**src/rtl/uart_rx_pkg.sv**
```systemverilog
// Shared constants for the UART receive path: parity-mode codes, FSM encoding
// and the parity-error helper.
package uart_rx_pkg;

  localparam int CHECK_NONE = 0;
  localparam int CHECK_ODD  = 1;
  localparam int CHECK_EVEN = 2;

  typedef enum logic [2:0] {
    S_IDLE   = 3'd0,
    S_START  = 3'd1,
    S_DATA   = 3'd2,
    S_PARITY = 3'd3,
    S_STOP   = 3'd4
  } rx_state_e;

  // ones_odd is the XOR-reduction of data plus the received parity bit.
  function automatic logic parity_error(input int mode, input logic ones_odd);
    case (mode)
      CHECK_ODD:  return ~ones_odd;
      CHECK_EVEN: return ones_odd;
      default:    return 1'b0;
    endcase
  endfunction

endpackage

```
**src/rtl/uart_rx_sync.sv**
```systemverilog
// Two-flop synchroniser for the raw RX pin plus a history flop for
// falling-edge detection. All flops reset to the idle-high line level.
module uart_rx_sync (
  input  logic i_clk,
  input  logic i_rst_n,
  input  logic i_rx,
  output logic o_rx_s,
  output logic o_fall
);

  logic meta_q, meta_d;
  logic sync_q, sync_d;
  logic prev_q, prev_d;

  always_comb begin
    meta_d = i_rx;
    sync_d = meta_q;
    prev_d = sync_q;
  end

  always_ff @(posedge i_clk or negedge i_rst_n) begin
    if (!i_rst_n) begin
      meta_q <= 1'b1;
      sync_q <= 1'b1;
      prev_q <= 1'b1;
    end else begin
      meta_q <= meta_d;
      sync_q <= sync_d;
      prev_q <= prev_d;
    end
  end

  assign o_rx_s = sync_q;
  assign o_fall = prev_q & ~sync_q;

endmodule

```
**src/rtl/uart_rx.sv**
```systemverilog
// UART receiver: centre-sampled start/data/parity/stop bits, one-cycle valid
// pulse per completed frame with parity and framing status.
//
// state  | meaning
// IDLE   | waiting for a 1->0 transition on the synchronised line
// START  | half a bit into the start bit; a high sample means glitch
// DATA   | sampling data bits LSB-first, one per bit period
// PARITY | sampling the parity bit
// STOP   | sampling stop bits; frame result is registered after the last
module uart_rx
  import uart_rx_pkg::*;
#(
  parameter int P_SYSTEM_CLK      = 50_000_000,
  parameter int P_UART_BUADRATE   = 9600,
  parameter int P_UART_DATA_WIDTH = 8,
  parameter int P_UART_STOP_WIDTH = 1,
  parameter int P_UART_CHECK      = 0
) (
  input  logic                         i_clk,
  input  logic                         i_rst_n,
  input  logic                         i_uart_rx,
  output logic [P_UART_DATA_WIDTH-1:0] o_user_rx_data,
  output logic                         o_user_rx_valid,
  output logic                         o_user_rx_parity_err,
  output logic                         o_user_rx_frame_err,
  output logic                         o_user_rx_busy
);

  localparam int DIV  = P_SYSTEM_CLK / P_UART_BUADRATE;
  localparam int HALF = DIV / 2;
  localparam int W    = P_UART_DATA_WIDTH;

  if (DIV < 4 || DIV > 65535) begin : g_bad_div
    $error("uart_rx: clock/baud ratio %0d outside 4..65535", DIV);
  end

  // Baud timer counts down and fires at zero, so loading N-1 gives N cycles.
  localparam logic [15:0] HALF_M1   = 16'(HALF - 1);
  localparam logic [15:0] DIV_M1    = 16'(DIV - 1);
  localparam logic [3:0]  LAST_DATA = 4'(W - 1);
  localparam logic [3:0]  LAST_STOP = 4'(P_UART_STOP_WIDTH - 1);

  logic rx_s, fall;

  uart_rx_sync u_sync (
    .i_clk   (i_clk),
    .i_rst_n (i_rst_n),
    .i_rx    (i_uart_rx),
    .o_rx_s  (rx_s),
    .o_fall  (fall)
  );

  rx_state_e      state_q, state_d;
  logic [15:0]    baud_q, baud_d;
  logic [3:0]     bit_q, bit_d;
  logic [W-1:0]   shift_q, shift_d;
  logic           par_q, par_d;
  logic           ferr_acc_q, ferr_acc_d;
  logic [W-1:0]   data_q, data_d;
  logic           valid_q, valid_d;
  logic           perr_q, perr_d;
  logic           ferr_q, ferr_d;
  logic           busy_q, busy_d;
  logic           baud_tc;
  logic           stop_err;

  assign baud_tc  = (baud_q == 16'd0);
  assign stop_err = ferr_acc_q | ~rx_s;

  always_comb begin
    state_d    = state_q;
    baud_d     = baud_q;
    bit_d      = bit_q;
    shift_d    = shift_q;
    par_d      = par_q;
    ferr_acc_d = ferr_acc_q;
    data_d     = data_q;
    perr_d     = perr_q;
    ferr_d     = ferr_q;
    valid_d    = 1'b0;

    if (state_q != S_IDLE && !baud_tc) baud_d = baud_q - 16'd1;

    case (state_q)
      S_IDLE: begin
        if (fall) begin
          baud_d  = HALF_M1;
          state_d = S_START;
        end
      end
      S_START: begin
        if (baud_tc) begin
          if (rx_s) begin
            state_d = S_IDLE;
          end else begin
            baud_d     = DIV_M1;
            bit_d      = 4'd0;
            par_d      = 1'b0;
            ferr_acc_d = 1'b0;
            state_d    = S_DATA;
          end
        end
      end
      S_DATA: begin
        if (baud_tc) begin
          baud_d  = DIV_M1;
          shift_d = {rx_s, shift_q[W-1:1]};
          if (bit_q == LAST_DATA) begin
            bit_d   = 4'd0;
            state_d = (P_UART_CHECK != CHECK_NONE) ? S_PARITY : S_STOP;
          end else begin
            bit_d = bit_q + 4'd1;
          end
        end
      end
      S_PARITY: begin
        if (baud_tc) begin
          baud_d  = DIV_M1;
          par_d   = rx_s;
          state_d = S_STOP;
        end
      end
      S_STOP: begin
        if (baud_tc) begin
          baud_d     = DIV_M1;
          ferr_acc_d = stop_err;
          // Return to IDLE at mid-stop so a start edge at the nominal stop end is seen.
          if (bit_q == LAST_STOP) begin
            state_d = S_IDLE;
            valid_d = 1'b1;
            data_d  = shift_q;
            perr_d  = parity_error(P_UART_CHECK, ^{shift_q, par_q});
            ferr_d  = stop_err;
          end else begin
            bit_d = bit_q + 4'd1;
          end
        end
      end
      default: state_d = S_IDLE;
    endcase

    busy_d = (state_d != S_IDLE) | valid_d;
  end

  always_ff @(posedge i_clk or negedge i_rst_n) begin
    if (!i_rst_n) begin
      state_q    <= S_IDLE;
      baud_q     <= 16'd0;
      bit_q      <= 4'd0;
      shift_q    <= '0;
      par_q      <= 1'b0;
      ferr_acc_q <= 1'b0;
      data_q     <= '0;
      valid_q    <= 1'b0;
      perr_q     <= 1'b0;
      ferr_q     <= 1'b0;
      busy_q     <= 1'b0;
    end else begin
      state_q    <= state_d;
      baud_q     <= baud_d;
      bit_q      <= bit_d;
      shift_q    <= shift_d;
      par_q      <= par_d;
      ferr_acc_q <= ferr_acc_d;
      data_q     <= data_d;
      valid_q    <= valid_d;
      perr_q     <= perr_d;
      ferr_q     <= ferr_d;
      busy_q     <= busy_d;
    end
  end

  assign o_user_rx_data       = data_q;
  assign o_user_rx_valid      = valid_q;
  assign o_user_rx_parity_err = perr_q;
  assign o_user_rx_frame_err  = ferr_q;
  assign o_user_rx_busy       = busy_q;

endmodule

```
**config.mk**
```make
export PLATFORM = sky130hd
export DESIGN_NAME = uart_rx
export DESIGN_NICKNAME = d
export VERILOG_FILES = /design/src/rtl/uart_rx_pkg.sv /design/src/rtl/uart_rx_sync.sv /design/src/rtl/uart_rx.sv
export SDC_FILE = /design/constraint.sdc
export NUM_CORES = 1
export LEC_CHECK = 0
export ABC_CLOCK_PERIOD_IN_PS = 4500
export CORE_MARGIN = 5
export CORE_UTILIZATION = 60
export CTS_CLUSTER_SIZE = 8
export DETAILED_ROUTE_END_ITERATION = 16
export MAX_ROUTING_LAYER = met4
export PLACE_DENSITY_LB_ADDON = 0.12
export SLEW_MARGIN = 20
export SYNTH_ARGS = -nofsm -noshare
export SYNTH_HDL_FRONTEND = slang
export SYNTH_SLANG_ARGS = --single-unit
```
**constraint.sdc**
```tcl
create_clock -name i_clk -period 4.5 [get_ports i_clk]
set_clock_uncertainty 0.2 [all_clocks]
set_input_delay 1.35 -clock i_clk [delete_from_list [all_inputs] [get_ports i_clk]]
set_output_delay 1.35 -clock i_clk [all_outputs]
set_load 0.005 [all_outputs]
```
==> out/summary.txt <==
Worst path depth = 7
Post-route setup TNS = 0 ns
Setup crit end kind = register
Crit path buf inv count = 2
Pre-antenna DRT Iters = 4
Setup Buffers After CTS = 0
Tmin final = 3.16 ns
CP max FO = 11
Starting DRC count in detailed routing = 124
Filler Cell Count = 276
Worst path cell trace = inv_1 > ha_1 > or4b_2 > nor4_4 > buf_4 > nand3_1 > mux2_2
Clock Sinks = 46
Clock-pin slew on the worst setup and hold paths = 0.09 ns
ANT cells = 0
Fin. Hold Viols = 0
Routability cong. = 0.889
Min-Delay Path Depth = 0
Max clock buf depth = 2
Max-cap viol count = 0
Crit start category = register
Die area = 5210 um^2
Synth warn = 0
Vias in the first global route = 1589
RSZ-0062 raised after global routing = false
Share of cells above drive strength 1 = 15.7%
# H-tree levels = 2
Root buf cell = clkbuf_8
Reg2reg end = o_user_rx_data[3]$_DFFE_PN0P_
CP arrival = 3.15 ns
Worst setup path category = register to register
Register bit count reported by yosys = 46
Max incr delay on CP = 0.65 ns
WL/cell = 16.1 um
DRC viols = 0
Syn-to-layout area delta = 9.60%
Post-Syn Instances = 221
Sequential area share after synthesis = 49.8%
Hold WS = 0.171 ns
Cell Area, Synth = 2320 um^2
DIE HEIGHT = 72.2 um
Worst r2r path cells = 7
Core area = 3720 um^2
Syn nets = 228
Total CTS buffers = 5
Fin nets = 236
Ys async rst share = 100%
Initial antenna violation count = 0
Worst Hold Endpoint = u_sync.o_rx_s$_DFF_PN1_
Rows = 22
Routed via count = 1662
Post-synthesis cell type count = 41
CTS resizes = 0
Largest net degree at the start of global routing = 47
Hold path startpoint = u_sync.meta_q$_DFF_PN1_
Slew headroom = 35.8%
First-pass GRT wire length = 7710 um
Worst path slowest cell = or4b_2
Worst hold path type = register to register
Slew @ Worst Pin = 0.955 ns
Final Cycle Share = 70.3%
Top_reg_cell synth = dfrtp_1
PD cells = 397 nW/um^2
P_leak = 1.12 nW
Port Buf Inserts = 13
WL final = 4470 um
Crit path required time = 4.49 ns
CP delay by family, top = simple AND/OR/NAND/NOR gates
ANT nets after route = 0
CTS tree = done
Syn avg cell area = 10.5 um^2
Final HPWL DP = 3110 um
Vias per std cell = 5.98
Initial cell density of the core = 62.4%
Global route overflow = 0
Final setup vio count = 0
RR Startpoint = baud_q[0]$_DFF_PN0_
Register-to-register setup slack = 1.34 ns
Overall routing resource usage = 19.6%
Die W = 72.2 um
Number of hold buffers added after CTS = 0
Post-synth EDFFs = 0
Slew Limit Fails = 0
Top achievable clock speed = 316 MHz
Status = completed
Ports = 15
IR drop worst, VDD = 0.000226 V
Worst skew pair latency = 0.30 ns
-- synth_stat cells, types with 2 or more instances --
cell type / number / area [um^2]
dfrtp_1: 43 / 1080
a21oi_1: 15 / 75.1
nor2_1: 14 / 52.6
nor3_1: 13 / 65.1
o21ai_0: 13 / 65.1
nand2_1: 11 / 41.3
xnor2_1: 11 / 96.3
clkbuf_1: 9 / 33.8
mux2_2: 9 / 101
mux2_4: 8 / 120
nor4_1: 8 / 50.1
or3_1: 8 / 50.1
inv_1: 7 / 26.3
nand2b_1: 5 / 31.3
nand3_1: 5 / 25.0
or4_1: 5 / 37.5
ha_1: 4 / 50.1
dfstp_2: 3 / 78.8
buf_2: 2 / 10.0
nand3b_1: 2 / 15.0
nor2b_1: 2 / 12.5
nor3b_1: 2 / 15.0
nor4b_1: 2 / 17.5
or3b_2: 2 / 17.5
or4b_2: 2 / 20.0
-- how the worst max path moves through the flow --
stage / startpoint / end
after global routing: baud_q[0]$_DFF_PN0_ / o_user_rx_data[7]$_DFFE_PN0P_
final: baud_q[0]$_DFF_PN0_ / o_user_rx_data[3]$_DFFE_PN0P_
after floorplan: baud_q[0]$_DFF_PN0_ / shift_q[0]$_DFFE_PN0P_
after detailed placement: baud_q[0]$_DFF_PN0_ / o_user_rx_data[3]$_DFFE_PN0P_
after global placement: baud_q[0]$_DFF_PN0_ / o_user_rx_data[2]$_DFFE_PN0P_
after CTS: baud_q[0]$_DFF_PN0_ / o_user_rx_data[3]$_DFFE_PN0P_
-- report_power, final --
part | internal [mW] | total [mW] | switching, mW
Clock | 0.109 | 0.246 | 0.137
Sequential | 0.468 | 0.537 | 0.0686
Combinational | 0.104 | 0.226 | 0.121
-- state kept, by name, summed over array words and instances, names as in the netlist --
register and cells:
ferr_acc_q 1, state_q 3, o_user_rx_valid 1, o_user_rx_data 8, u_sync.o_rx_s 1, u_sync.meta_q 1, shift_q 8, o_user_rx_busy 1
u_sync.prev_q 1, o_user_rx_frame_err 1, baud_q 16, bit_q 4
-- metal layers --
layer / wire, um / GRT usage [%] / part of all wire (%)
met3: 213 / 4.99 / 4.8
met1: 2020 / 25.9 / 45
met4: 51 / 6.26 / 1.1
met5: 0 / - / 0
met2: 2190 / 29.6 / 49
-- layout make-up --
type                    count  area (um^2)  area share [%]
inverters                   7         26.3            1.03
well taps                  48         60.1            2.36
flip-flops and latches     46         1150            45.4
multi-input cells         155         1080            42.3
repair buffers             14          135            5.31
clock inverters             3         21.3           0.837
clock buffers               5         68.8            2.71
-- kinds of logic after synthesis --
kind of cell	synth area share [%]
buf+inv	3.83
compound gates	8.36
flops	49.8
other cells	0.162
mux	9.55
xor+xnor	4.15
simple gates	22.0
fa+ha+maj	2.16
-- through the flow --
step / utilization [%] / cells / setup WS (ns) / area (um^2) / power (mW)
4_1_cts: 68.4 / 278 / 1.33 / 2540 / 1.02
3_3_place_gp: 65.9 / 270 / 1.45 / 2450 / 0.753
3_5_place_dp: 65.9 / 270 / 1.35 / 2450 / 0.766
6_report: 68.4 / 278 / 1.34 / 2540 / 1.01
5_1_grt: 68.4 / 278 / 1.11 / 2540 / 1.08
2_1_floorplan: - / 221 / 1.79 / 2320 / 0.711
-- cell usage in the layout (no fill, tap or decap), types with 2 or more instances in the layout --
cell type,Yosys,routed
nor3b_1,2,2
nand3b_1,2,2
nor3_1,13,13
mux2_4,8,8
nor2_1,14,14
or4b_2,2,2
or3_1,8,8
nor4_1,8,8
mux2_2,9,9
inv_1,7,7
a21oi_1,15,15
ha_1,4,4
or3b_2,2,2
or4_1,5,5
nand3_1,5,5
dfstp_2,3,3
dfrtp_1,43,43
clkdlybuf4s50_1,0,12
o21ai_0,13,13
nand2_1,11,11
nor4b_1,2,2
nand2b_1,5,5
xnor2_1,11,11
buf_4,1,2
clkbuf_8,0,5
nor2b_1,2,2
Power figures use the tool's default switching activity.
